--- src/rtl/pll_lock_mon_pkg.sv ---
// Shared types and constants for the PLL lock monitor.
package pll_mon_pkg;

    typedef enum logic [2:0] {
        S_RST       = 3'd0,
        S_WAIT_LOCK = 3'd1,
        S_FILTER    = 3'd2,
        S_RUN       = 3'd3,
        S_FAIL      = 3'd4
    } state_t;

    localparam int LOSS_CNT_W = 8;

endpackage

--- src/rtl/pll_lock_mon_if.sv ---
// PLL-side and status signals of the lock monitor.
// The master modport is the monitor's view; slave is the PLL/system side.
interface pll_lock_mon_if;
    import pll_mon_pkg::*;

    logic                  pll_locked_i;
    logic                  clr_i;
    logic                  pll_rst_o;
    logic                  sys_rst_req_o;
    logic                  lock_ok_o;
    logic                  fail_o;
    logic [LOSS_CNT_W-1:0] loss_cnt_o;

    modport master (
        input  pll_locked_i, clr_i,
        output pll_rst_o, sys_rst_req_o, lock_ok_o, fail_o, loss_cnt_o
    );

    modport slave (
        output pll_locked_i, clr_i,
        input  pll_rst_o, sys_rst_req_o, lock_ok_o, fail_o, loss_cnt_o
    );

endinterface

--- src/rtl/pll_lock_mon_sync_2ff.sv ---
// Generic 1-bit two-flop synchronizer; no reset on the data path so it
// can be dropped onto any asynchronous input.
module sync_2ff (
    input  logic clk_i,
    input  logic d_i,
    output logic q_o
);

    logic r_meta;

    always_ff @(posedge clk_i) begin
        r_meta <= d_i;
        q_o    <= r_meta;
    end

endmodule

--- src/rtl/pll_lock_mon.sv ---
// PLL lock monitor: pulses the PLL reset, filters relock, holds the system
// reset request until lock is stable, and retries a bounded number of times.
module pll_lock_mon #(
    parameter int LOCK_FILT_CNT  = 16,
    parameter int PLL_RST_CNT    = 32,
    parameter int RELOCK_TIMEOUT = 4096,
    parameter int MAX_RETRY      = 3,
    parameter int CNT_W          = 16
) (
    input  logic           clk_i,
    input  logic           rst_i,
    pll_lock_mon_if.master bus
);
    import pll_mon_pkg::*;

    localparam int RETRY_W = $clog2(MAX_RETRY + 1);

    logic                  w_lk_s;
    state_t                r_state, w_state_nxt;
    logic [CNT_W-1:0]      r_timer, w_timer_nxt;
    logic [RETRY_W-1:0]    r_retry, w_retry_nxt, w_retry_inc;
    logic [LOSS_CNT_W-1:0] r_loss, w_loss_nxt;

    sync_2ff u_sync (
        .clk_i (clk_i),
        .d_i   (bus.pll_locked_i),
        .q_o   (w_lk_s)
    );

    // The WAIT_LOCK cycle that first sees lock counts as the first good sample,
    // so FILTER needs LOCK_FILT_CNT-1 further samples (LOCK_FILT_CNT >= 2).
    always_comb begin
        w_state_nxt = r_state;
        w_timer_nxt = r_timer + 1'b1;
        w_retry_nxt = r_retry;
        w_retry_inc = r_retry + 1'b1;
        w_loss_nxt  = r_loss;
        case (r_state)
            S_RST: begin
                if (r_timer == CNT_W'(PLL_RST_CNT - 1)) begin
                    w_state_nxt = S_WAIT_LOCK;
                    w_timer_nxt = '0;
                end
            end
            S_WAIT_LOCK: begin
                if (w_lk_s) begin
                    w_state_nxt = S_FILTER;
                    w_timer_nxt = '0;
                end else if (r_timer == CNT_W'(RELOCK_TIMEOUT - 1)) begin
                    w_retry_nxt = w_retry_inc;
                    w_timer_nxt = '0;
                    w_state_nxt = (w_retry_inc == RETRY_W'(MAX_RETRY)) ? S_FAIL : S_RST;
                end
            end
            S_FILTER: begin
                if (!w_lk_s) begin
                    w_state_nxt = S_WAIT_LOCK;
                    w_timer_nxt = '0;
                end else if (w_timer_nxt == CNT_W'(LOCK_FILT_CNT - 1)) begin
                    w_state_nxt = S_RUN;
                    w_timer_nxt = '0;
                    w_retry_nxt = '0;
                end
            end
            S_RUN: begin
                w_timer_nxt = '0;
                if (!w_lk_s) begin
                    w_state_nxt = S_RST;
                    if (r_loss != '1) begin
                        w_loss_nxt = r_loss + 1'b1;
                    end
                end
            end
            S_FAIL: begin
                w_timer_nxt = '0;
            end
            default: begin
                w_state_nxt = S_RST;
                w_timer_nxt = '0;
            end
        endcase
        if (bus.clr_i) begin
            w_state_nxt = S_RST;
            w_timer_nxt = '0;
            w_retry_nxt = '0;
            w_loss_nxt  = '0;
        end
    end

    // Outputs are decoded from the next state so they move on the same edge.
    always_ff @(posedge clk_i) begin
        if (rst_i) begin
            r_state           <= S_RST;
            r_timer           <= '0;
            r_retry           <= '0;
            r_loss            <= '0;
            bus.pll_rst_o     <= 1'b1;
            bus.sys_rst_req_o <= 1'b1;
            bus.lock_ok_o     <= 1'b0;
            bus.fail_o        <= 1'b0;
        end else begin
            r_state           <= w_state_nxt;
            r_timer           <= w_timer_nxt;
            r_retry           <= w_retry_nxt;
            r_loss            <= w_loss_nxt;
            bus.pll_rst_o     <= (w_state_nxt == S_RST) || (w_state_nxt == S_FAIL);
            bus.sys_rst_req_o <= (w_state_nxt != S_RUN);
            bus.lock_ok_o     <= (w_state_nxt == S_RUN);
            bus.fail_o        <= (w_state_nxt == S_FAIL);
        end
    end

    assign bus.loss_cnt_o = r_loss;

endmodule

--- src/flat_wrapper.sv ---
// flat-port wrapper written by rule: the top's interface ports become plain ports
module pll_lock_mon_flat import pll_mon_pkg::*;
#(
    parameter int LOCK_FILT_CNT  = 16,
    parameter int PLL_RST_CNT    = 32,
    parameter int RELOCK_TIMEOUT = 4096,
    parameter int MAX_RETRY      = 3,
    parameter int CNT_W          = 16
)
  (clk_i, rst_i, bus_pll_locked_i, bus_clr_i, bus_pll_rst_o, bus_sys_rst_req_o, bus_lock_ok_o, bus_fail_o, bus_loss_cnt_o);
  pll_lock_mon_if bus_i ();
  input  logic clk_i;
  input  logic rst_i;
  input wire logic [$bits(bus_i.pll_locked_i)-1:0] bus_pll_locked_i;
  input wire logic [$bits(bus_i.clr_i)-1:0] bus_clr_i;
  output wire logic [$bits(bus_i.pll_rst_o)-1:0] bus_pll_rst_o;
  output wire logic [$bits(bus_i.sys_rst_req_o)-1:0] bus_sys_rst_req_o;
  output wire logic [$bits(bus_i.lock_ok_o)-1:0] bus_lock_ok_o;
  output wire logic [$bits(bus_i.fail_o)-1:0] bus_fail_o;
  output wire logic [$bits(bus_i.loss_cnt_o)-1:0] bus_loss_cnt_o;
  assign bus_i.pll_locked_i = bus_pll_locked_i;
  assign bus_i.clr_i = bus_clr_i;
  assign bus_pll_rst_o = bus_i.pll_rst_o;
  assign bus_sys_rst_req_o = bus_i.sys_rst_req_o;
  assign bus_lock_ok_o = bus_i.lock_ok_o;
  assign bus_fail_o = bus_i.fail_o;
  assign bus_loss_cnt_o = bus_i.loss_cnt_o;
  pll_lock_mon #(.LOCK_FILT_CNT(LOCK_FILT_CNT), .PLL_RST_CNT(PLL_RST_CNT), .RELOCK_TIMEOUT(RELOCK_TIMEOUT), .MAX_RETRY(MAX_RETRY), .CNT_W(CNT_W)) u_core (.clk_i(clk_i), .rst_i(rst_i), .bus(bus_i));
endmodule
--- config.mk ---
export PLATFORM = sky130hd
export DESIGN_NAME = pll_lock_mon_flat
export DESIGN_NICKNAME = d
export VERILOG_FILES = /design/src/rtl/pll_lock_mon_pkg.sv /design/src/rtl/pll_lock_mon_if.sv /design/src/rtl/pll_lock_mon_sync_2ff.sv /design/src/rtl/pll_lock_mon.sv /design/src/flat_wrapper.sv
export SDC_FILE = /design/constraint.sdc
export NUM_CORES = 1
export LEC_CHECK = 0
export ABC_AREA = 1
export CAP_MARGIN = 20
export CORE_UTILIZATION = 25
export DETAILED_ROUTE_END_ITERATION = 10
export GPL_TIMING_DRIVEN = 0
export PLACE_DENSITY = 0.51
export SKIP_CTS_REPAIR_TIMING = 1
export SYNTH_ARGS = -nofsm -noshare
export SYNTH_HDL_FRONTEND = slang
export SYNTH_HIERARCHICAL = 1
export SYNTH_SLANG_ARGS = --single-unit
export TNS_END_PERCENT = 30
--- constraint.sdc ---
create_clock -name clk_i -period 3.17 [get_ports clk_i]
set_input_delay 0.4755 -clock clk_i [delete_from_list [all_inputs] [get_ports clk_i]]
set_output_delay 0.4755 -clock clk_i [all_outputs]
set_load 0.03 [all_outputs]
==> results.md <==
- Async SR Flop Fraction: 0%
- Hold Violations, Final: 0
- Max clock buf depth: 2
- Post-synthesis xor/xnor area fraction: less than 1%
- Area delta synth->final: 19.36%
- DR WL/cell: 9.804 µm
- Drc violations: 0
- Final Max Slew Viols: 0
- Htree depth: 2
- Quantity of I/O buffers inserted on ports: 15
- Worst path top cell family by delay: simple AND/OR/NAND/NOR gates
- First-pass GRT wire length: between 6000 and 7000 µm
- Post-synthesis adder-cell area fraction: roughly 2.7%
- Root buf cell: clkbuf_8
- Vias: 1629
- Leak: 0.0009067 µW
- Final antenna diode count: 0
- Synth Area in Simple Gates: about two fifths
- Initial antenna violation count: 0
- Combinational family with the most area after synthesis: simple AND/OR/NAND/NOR gates
- Register area share after synthesis: between 30% and 40%
- Hold slack: ~0.34 ns
- Top-area cell type share of the netlist area: roughly 38%
- Die Y: a little under 90 µm
- Nets@finish: about 300
- Cell mode on critical path: nor2_1
- Initial core utilization: between 20% and 30%
- Fmax: approximately 460 MHz
- Syn Inst Count: between 200 and 300
- Post-Synthesis Net Count: around 280
- Leading cell type by number of instances after synthesis: nand2_1
- Top FF cell, synth: dfxtp_1
- Initial detailed-routing violation count: 73
- Minimum clock period: 2.172 ns
- Commonest cells post-synth: nand2_1 (59), inv_1 (48), nor2_1 (38)
- Yosys warns: 6
- Avg Vias per Cell: slightly above 4
- Critical path arrival: 2.40 ns
- Worst VDD drop: approximately 0.16 mV
- Clock Sinks: 35
- Grt ovf: 0
- Routability cong.: 0.7940
- Distinct cells, synth: 24
- CP max FO: 10
- Post-route clock period utilization: between 60% and 70%
- TritonCTS Buffers: 5
- Maxcap violations: 0
- Clock Skews: around 0.0037 ns
- # rows: 30
- Synth top area cells: dfxtp_1 (38%), nand2_1 (12%), inv_1 (9.7%)
- CP required: roughly 3.4 ns
- 1st-pass router iterations: 4
- Area leader, netlist: dfxtp_1
- Layout cells sized above 1: under 10%
- Worst-margin pin slew: ~0.64 ns
- Pwr Density: about 360 nW/µm²
- Final ANT Viol Nets: 0
- All-Layer GR Usage: approximately 11%
- Die width: slightly below 90 µm
- Post-DP HPWL: 2959 µm
- Largest net degree at the start of global routing: 11
- Hold crit path type: flip-flop to flip-flop
- Vias in the first global route: roughly 1500
- RSZ-0062 raised after global routing: false
- Full die area: 7740 µm²
- Mux share of post-synthesis cell area: 0%
- Worst path slowest cell: nor2_1
- Synthesis-stage register bit count: 35
- CP Cell Sequence: clkdlybuf4s50_1, nor2_1, nand2_1, nor2_1, clkbuf_1, nand3_1, inv_1
- CTS tree: built
- Total routed wirelength: around 3900 µm
- Startpoint types: primary input
- WS Path Type: primary input to flip-flop
- I/O Pins: 16
- Post-synthesis compound-gate area fraction: approximately 6.3%
- Syn Area/Cell: about 6.7 µm²
- Clk_lat worst skew: 0.28 ns
- Clk pin slew, worst setup/hold paths: roughly 0.07 ns
- Reg2reg setup slack: 1.03 ns
- Post-synth EDFFs: 0
- Slew headroom: about 57%
- Mapped Area: roughly 1800 µm²
- Core area: 6982 µm²
- Crit. End Element: flip-flop
- TNS Setup: 0 ns
- Worst path max stage delay: 0.53 ns
- Number of buffers and inverters on the critical path: 3
- Endpoints failing setup: 0
- Status: finished clean
## cells by family after synthesis
| group | Yosys count |
|---|---|
| DFF | 35 |
| AOI/OAI and AO/OA | 22 |
| xor gates and xnor gates | 1 |
| buffers and inverters | 51 |
| adders and majority gates | 4 |
| and+or+nand+nor | 162 |
## routing by layer
| layer | GRT usage, % | wire length, µm |
|---|---|---|
| met3 | 2.545 | 123 |
| met1 | 14.23 | 1921 |
| met5 | 0 | 0 |
| met4 | 4.024 | 21 |
| met2 | 18.60 | 1786 |
## flip-flops by register name (all words and copies together) (netlist names), 2 cells and up
name,cells
u_core/bus.loss_cnt_o,8
u_core/r_timer,16
u_core/r_retry,2
u_core/r_state,3
## stage by stage
step                      setup slack [ns]  utilization [%]  cell area (µm²)  cells  total power (µW)
after floorplan                      1.324                -             1848    275             464.2
after global placement              0.6973            30.34             2118    386             472.8
after detailed placement            0.7022            30.34             2118    386             472.8
after CTS                            1.001            31.60             2206    393             811.1
after global routing                0.7080            31.60             2206    393             827.7
final                               0.9977            31.60             2206    393             789.6
## layout by cell type (no fill, tap or decap), drive strengths merged, types with 4 or more instances in the layout
cell type / n
nand3b: 6
ha: 4
nor2: 45
inv: 49
nor3: 4
nand4: 10
nand3: 28
dfxtp: 35
o21ai: 10
clkbuf: 7
nand2: 67
clkdlybuf4s50: 15
a21oi: 10
## report_power, final
| group | internal, µW | total (µW) | switching, µW |
|---|---|---|---|
| clock | 171 | 327 | 157 |
| combinational | 6.34 | 17.8 | 11.4 |
| sequential | 442 | 445 | 2.71 |
| total | 619 | 790 | 171 |
## final timing paths
| kind | endpoint | cells past startpoint | startpoint |
|---|---|---|---|
| setup / recovery | u_core/r_timer[13] | 7 | bus_clr_i |
| hold / removal | u_core/u_sync/q_o | 0 | u_core/u_sync/r_meta |
| setup reg to reg | u_core/r_timer[12] | 15 | u_core/r_timer[1] |
| hold reg to reg | u_core/u_sync/q_o | 0 | u_core/u_sync/r_meta |
## final cells by class
cell class | count | area [µm²]
fill | 804 | 4776
multi-input combinational | 189 | 948.4
sequential | 35 | 700.7
inverter | 49 | 183.9
timing repair buffer | 15 | 150.1
tap | 96 | 120.1
clock buffer | 6 | 82.58
buffer | 2 | 15.01
clock inverter | 1 | 5.005
(Power assumes the default switching activity.)
